[config.mk]
export PLATFORM = sky130hd
export DESIGN_NAME = hilo_muldiv_ctrl
export DESIGN_NICKNAME = d
export VERILOG_FILES = /design/src/rtl/hilo_muldiv_ctrl.sv
export SDC_FILE = /design/constraint.sdc
export NUM_CORES = 1
export LEC_CHECK = 0
export ABC_CLOCK_PERIOD_IN_PS = 2100
export BUFFER_PORTS_ARGS = -buffer_cell sky130_fd_sc_hd__buf_2
export CAP_MARGIN = 10
export CORE_AREA = 2 2 155 157
export CTS_CLUSTER_SIZE = 16
export DETAILED_ROUTE_END_ITERATION = 12
export DIE_AREA = 0 0 157 159
export MAX_ROUTING_LAYER = met4
export SYNTH_ARGS = -nofsm -noshare
export SYNTH_HDL_FRONTEND = slang
export SYNTH_SLANG_ARGS = --single-unit
export TNS_END_PERCENT = 100
[constraint.sdc]
create_clock -name clk -period 2.1 [get_ports clk]
set_input_delay 0.42 -clock clk [delete_from_list [all_inputs] [get_ports clk]]
set_output_delay 0.42 -clock clk [all_outputs]
set_load 0.1 [all_outputs]
[src/rtl/hilo_muldiv_ctrl.sv]
// hilo_muldiv_ctrl: sequences MULT/DIV/MTHI/MTLO requests from the
// multicycle control unit onto the external mult and div units, holds
// the run line until completion (or watchdog abort), and owns the
// architectural HI/LO registers.
// Optional build macro: HILO_FORWARD_EN -- forwards the incoming result
// onto hi_out/lo_out and raises done in the completion cycle itself.
module hilo_muldiv_ctrl #(
    parameter int TIMEOUT_CYCLES = 80
) (
    input  logic        clk,
    input  logic        reset,
    input  logic        start,
    input  logic [1:0]  op,
    input  logic [31:0] rs_val,
    input  logic [31:0] rt_val,
    output logic        busy,
    output logic        done,
    output logic        div0_exc,
    output logic        timeout_err,
    output logic [31:0] hi_out,
    output logic [31:0] lo_out,
    output logic        mult_ctrl,
    output logic [31:0] mult_a,
    output logic [31:0] mult_b,
    input  logic        mult_stop,
    input  logic [31:0] mult_hi,
    input  logic [31:0] mult_lo,
    output logic        div_ctrl,
    output logic [31:0] div_a,
    output logic [31:0] div_b,
    input  logic        div_done,
    input  logic        div_zero,
    input  logic [31:0] div_hi,
    input  logic [31:0] div_lo
);

    localparam logic [1:0] S_IDLE     = 2'd0;
    localparam logic [1:0] S_MULT_RUN = 2'd1;
    localparam logic [1:0] S_DIV_RUN  = 2'd2;
    localparam logic [1:0] S_DONE     = 2'd3;

    localparam logic [1:0] OP_MULT = 2'b00;
    localparam logic [1:0] OP_DIV  = 2'b01;
    localparam logic [1:0] OP_MTHI = 2'b10;
    localparam logic [1:0] OP_MTLO = 2'b11;

    localparam logic [7:0] C_TIMEOUT = 8'(TIMEOUT_CYCLES);

    logic [1:0]  r_state;
    logic [7:0]  r_cnt;
    logic [31:0] r_hi;
    logic [31:0] r_lo;
    logic [31:0] r_mult_a;
    logic [31:0] r_mult_b;
    logic [31:0] r_div_a;
    logic [31:0] r_div_b;
    logic        r_div0;
    logic        r_tmo;

    // Sequencer: state, watchdog, operand latches, HI/LO capture and error flags.
    always_ff @(posedge clk) begin
        if (reset) begin
            r_state  <= S_IDLE;
            r_cnt    <= 8'd0;
            r_hi     <= 32'd0;
            r_lo     <= 32'd0;
            r_mult_a <= 32'd0;
            r_mult_b <= 32'd0;
            r_div_a  <= 32'd0;
            r_div_b  <= 32'd0;
            r_div0   <= 1'b0;
            r_tmo    <= 1'b0;
        end else begin
            case (r_state)
                S_IDLE: begin
                    r_cnt  <= 8'd0;
                    r_div0 <= 1'b0;
                    r_tmo  <= 1'b0;
                    if (start) begin
                        case (op)
                            OP_MULT: begin
                                r_mult_a <= rs_val;
                                r_mult_b <= rt_val;
                                r_cnt    <= 8'd1;
                                r_state  <= S_MULT_RUN;
                            end
                            OP_DIV: begin
                                r_div_a <= rs_val;
                                r_div_b <= rt_val;
                                r_cnt   <= 8'd1;
                                r_state <= S_DIV_RUN;
                            end
                            OP_MTHI: r_hi <= rs_val;
                            OP_MTLO: r_lo <= rs_val;
                            default: r_state <= S_IDLE;
                        endcase
                    end
                end
                S_MULT_RUN: begin
                    // Completion takes priority over a coincident watchdog expiry.
                    if (mult_stop) begin
                        r_hi    <= mult_hi;
                        r_lo    <= mult_lo;
                        r_state <= S_DONE;
                    end else if (r_cnt == C_TIMEOUT) begin
                        r_tmo   <= 1'b1;
                        r_state <= S_DONE;
                    end else begin
                        r_cnt <= r_cnt + 8'd1;
                    end
                end
                S_DIV_RUN: begin
                    if (div_done) begin
                        if (div_zero) begin
                            r_div0 <= 1'b1;
                        end else begin
                            r_hi <= div_hi;
                            r_lo <= div_lo;
                        end
                        r_state <= S_DONE;
                    end else if (r_cnt == C_TIMEOUT) begin
                        r_tmo   <= 1'b1;
                        r_state <= S_DONE;
                    end else begin
                        r_cnt <= r_cnt + 8'd1;
                    end
                end
                S_DONE: begin
                    // One guaranteed ctrl-low cycle so the responder re-arms.
                    r_cnt   <= 8'd0;
                    r_div0  <= 1'b0;
                    r_tmo   <= 1'b0;
                    r_state <= S_IDLE;
                end
                default: begin
                    r_state <= S_IDLE;
                end
            endcase
        end
    end

    assign mult_ctrl   = (r_state == S_MULT_RUN);
    assign div_ctrl    = (r_state == S_DIV_RUN);
    assign mult_a      = r_mult_a;
    assign mult_b      = r_mult_b;
    assign div_a       = r_div_a;
    assign div_b       = r_div_b;
    assign div0_exc    = r_div0;
    assign timeout_err = r_tmo;

`ifdef HILO_FORWARD_EN
    logic        w_fwd;
    logic [31:0] w_fwd_hi;
    logic [31:0] w_fwd_lo;

    // A successful completion is visible in the same cycle it is reported.
    assign w_fwd    = ((r_state == S_MULT_RUN) && mult_stop) ||
                      ((r_state == S_DIV_RUN) && div_done && !div_zero);
    assign w_fwd_hi = (r_state == S_MULT_RUN) ? mult_hi : div_hi;
    assign w_fwd_lo = (r_state == S_MULT_RUN) ? mult_lo : div_lo;
    assign hi_out   = w_fwd ? w_fwd_hi : r_hi;
    assign lo_out   = w_fwd ? w_fwd_lo : r_lo;
    assign done     = w_fwd || ((r_state == S_DONE) && (r_div0 || r_tmo));
    assign busy     = (r_state == S_MULT_RUN) || (r_state == S_DIV_RUN);
`else
    assign hi_out = r_hi;
    assign lo_out = r_lo;
    assign done   = (r_state == S_DONE);
    assign busy   = (r_state != S_IDLE);
`endif

endmodule

==> results.py <==
metrics = {
    "clock_network": {
        "clk_pin_slew_worst_paths_ns": 0.07,
        "cts_inserted_buffers": 23,
        "clkLatencyLatePin_ns": 0.51,
        "cts_hold_buf": 0,
        "cts_tree": "done",
        "clock_sinks": 204,
        "h-tree-depth": 1,
        "clk_path_buf_depth": 3,
        "cts_root_buf": "clkbuf_16",
    },
    "final_layout": {
        "instances_no_fill": 1753,
        "syn_to_final_growth_pct": 40.2,
        "drive_above_1_share": 0.340,
        "final_nets": 1622,
        "final_cell_mix": "buf_2 (393), nand2_1 (324), dfxtp_1 (204), a21oi_1 (197), nor2_1 (42)",
        "final_common_cell": "buf_2",
    },
    "detailed_routing": {
        "first_pass_iters": 7,
        "drt_iter0_drc": 669,
        "drcViolationCount": 0,
        "vias_per_cell": 5.12,
        "antenna_left": 0,
        "wire_per_inst_um": 18.5,
        "vias": 8975,
        "wl_mm": 32.4,
    },
    "hold_path": {
        "hp-start": "rt_val[11]",
        "worstHoldPathCells": 3,
        "holdPathEnd": "mult_b[11]",
        "hold_class": "input port to register",
    },
    "critical_path": {
        "crit_family": "buffers and inverters",
        "r2r_start": "r_state[1]",
        "r2r_end": "lo_out[14]",
        "cp-end-kind": "output port",
        "criticalPathCategory": "register to output port",
        "slowest_stage": "dfxtp_1",
        "reg2regPathDepth": 7,
        "crit_fanout": 7,
        "crit_buf_inv": 4,
        "start_kind": "register",
        "critPathMaxStageDelay_ns": 0.31,
        "ff2ff_setup_slack_ns": 0.12,
        "path_cells": "inv_1 -> ha_4 -> buf_4 -> clkinvlp_4 -> buf_6",
        "worstPathArrival_ns": 1.63,
        "cp.required_ns": 1.68,
        "crit_cells": 5,
    },
    "timing": {
        "tightest_slew_ns": 0.536,
        "finClkSkew_ns": 0.0110,
        "setup_viol": 0,
        "slew_headroom": 0.645,
        "rsz0062_at_grt": "true",
        "hold_ws_ns": 0.161,
        "max_freq_mhz": 488,
        "min_period_ns": 2.05,
        "period_share": 0.976,
        "maxSlewViolCount": 0,
        "finalHoldViolations": 0,
    },
    "synthesis": {
        "syn-num-nets": 1251,
        "synth-edff-count": 0,
        "ys_seq_elements": 204,
        "yosysUniqueCellTypes": 42,
        "syn_avg_cell_area_um2": 7.97,
        "synth-main-ff-cell": "dfxtp_1",
        "yosysWarnings": 0,
        "synth_seq_area_share": 0.490,
        "synth_area_mm2": 0.00833,
        "ys_async_sr_fraction": 0,
        "synthCells": 1045,
    },
    "global_route": {
        "grt_max_degree": 77,
        "antenna_found_initial": 1,
        "overflow": 0,
        "grt_pass1_vias": 8252,
        "grt_usage": 0.258,
        "grt_pass1_wl_mm": 48.7,
    },
    "die": {
        "placeableCoreArea_mm2": 0.0232,
        "initial_core_util": 0.359,
        "die_h_um": 159,
        "io-pin-count": 398,
        "die_area_mm2": 0.0250,
        "rows": 56,
        "die_w_um": 157,
    },
    "power": {
        "irDropWorstVdd_v": 0.00118,
        "total_power_uw": 14700,
        "cellPowerDensity_mw_per_mm2": 1260,
        "p_leak_uw": 0.00511,
    },
    "outcome": {
        "status": "complete, no violations",
    },
    "placed_design": {
        "portBuffers": 397,
        "gp_congestion": 0.888,
        "dp_hpwl_mm": 23.6,
        "placed_cells": 1710,
    },
    "run": {
        "max-cap-violations": 0,
    },
}
flip-flops by register name, indices dropped and copies added, names as in the netlist:
signal and count:
div_a 32, div_b 32, hi_out 32, lo_out 32
mult_a 32, mult_b 32, r_cnt 8, r_state 2
div0_exc 1, timeout_err 1
synth_stat cells, types with 2 or more instances:
library cell | number | area share
nand2_1 | 324 | 0.15
dfxtp_1 | 204 | 0.49
a21oi_1 | 198 | 0.12
clkbuf_1 | 54 | 0.024
nor2_1 | 42 | 0.019
a211o_1 | 33 | 0.035
a221oi_1 | 33 | 0.035
a22oi_1 | 33 | 0.030
or3_1 | 33 | 0.025
buf_2 | 28 | 0.017
inv_1 | 7 | 0.0032
ha_1 | 6 | 0.0090
nand3_1 | 4 | 0.0024
nand4_1 | 4 | 0.0030
buf_6 | 3 | 0.0041
nor3_1 | 3 | 0.0018
xnor2_1 | 3 | 0.0032
and2b_1 | 2 | 0.0018
buf_1 | 2 | 0.00090
nand3b_1 | 2 | 0.0018
nor2b_1 | 2 | 0.0015
o21ai_0 | 2 | 0.0012
o221ai_4 | 2 | 0.0063
o31ai_1 | 2 | 0.0018
xor2_1 | 2 | 0.0021
what timing repair did:
action	CTS	global route
endpoints found under the setup margin	5	2
pin swaps	0	0
gates cloned	0	0
resized for setup	7	1
setup buffers	0	0
how the worst max path moves through the flow:
stage               start          to  slack (ns)
2_1_floorplan  r_state[0]  lo_out[10]        0.05
4_1_cts        r_state[0]        busy        0.03
5_1_grt        r_state[1]        busy      -0.004
3_5_place_dp   r_state[1]   lo_out[6]       -0.09
6_report       r_state[1]        busy        0.05
3_3_place_gp   r_state[1]   lo_out[6]       -0.08
routing by layer:
metal	GRT usage	share of wire	up-vias
li1	-	-	4350
met1	0.348	0.44	4204
met2	0.392	0.46	361
met3	0.0416	0.072	60
met4	0.0872	0.033	0
met5	-	0	-
worst register-to-register path, stage by stage (launching register included):
cell and delay (ns):
dfxtp_1 0.33, inv_1 0.10, ha_4 0.34, and2b_1 0.23, o221ai_4 0.17, buf_12 0.20, or3_1 0.41, a21oi_1 0.12
final cells by class:
cell class	count	area, um2
clock buffer	33	663
inverter	8	33.8
sequential	204	4080
multi-input combinational	745	3910
clock inverter	9	104
fill	2288	11500
antenna	1	2.50
timing repair buffer	434	2480
tap	319	399
per-stage QoR:
stage	cell area [um2]	worst slack (ns)	utilization	setup TNS (ns)
floorplan	8360	0.0495	-	0
global placement	10900	-0.0831	0.468	-0.118
detailed placement	10900	-0.0929	0.468	-0.129
CTS	11700	0.0301	0.503	0
global route	11700	-0.00427	0.503	-0.00427
finish	11700	0.0510	0.503	0
logic make-up (layout without fill, tap and decap cells):
group	Yosys count	after routing	synth area share
adder cells (fa/ha/maj)	6	6	0.00902
multiplexers	1	1	0.00120
XOR/XNOR	5	5	0.00526
AND/OR/NAND/NOR	423	423	0.209
buffers and inverters	96	484	0.0506
other	0	1	0
flip-flops	204	204	0.490
AO/OA/AOI/OAI	310	310	0.234
where the power goes:
group          total, uW  internal [uW]  switching, uW
sequential          4420           4230            185
clock               4070           2440           1620
combinational       6200           1450           4750
No activity file was read; power rests on OpenSTA's default activity.
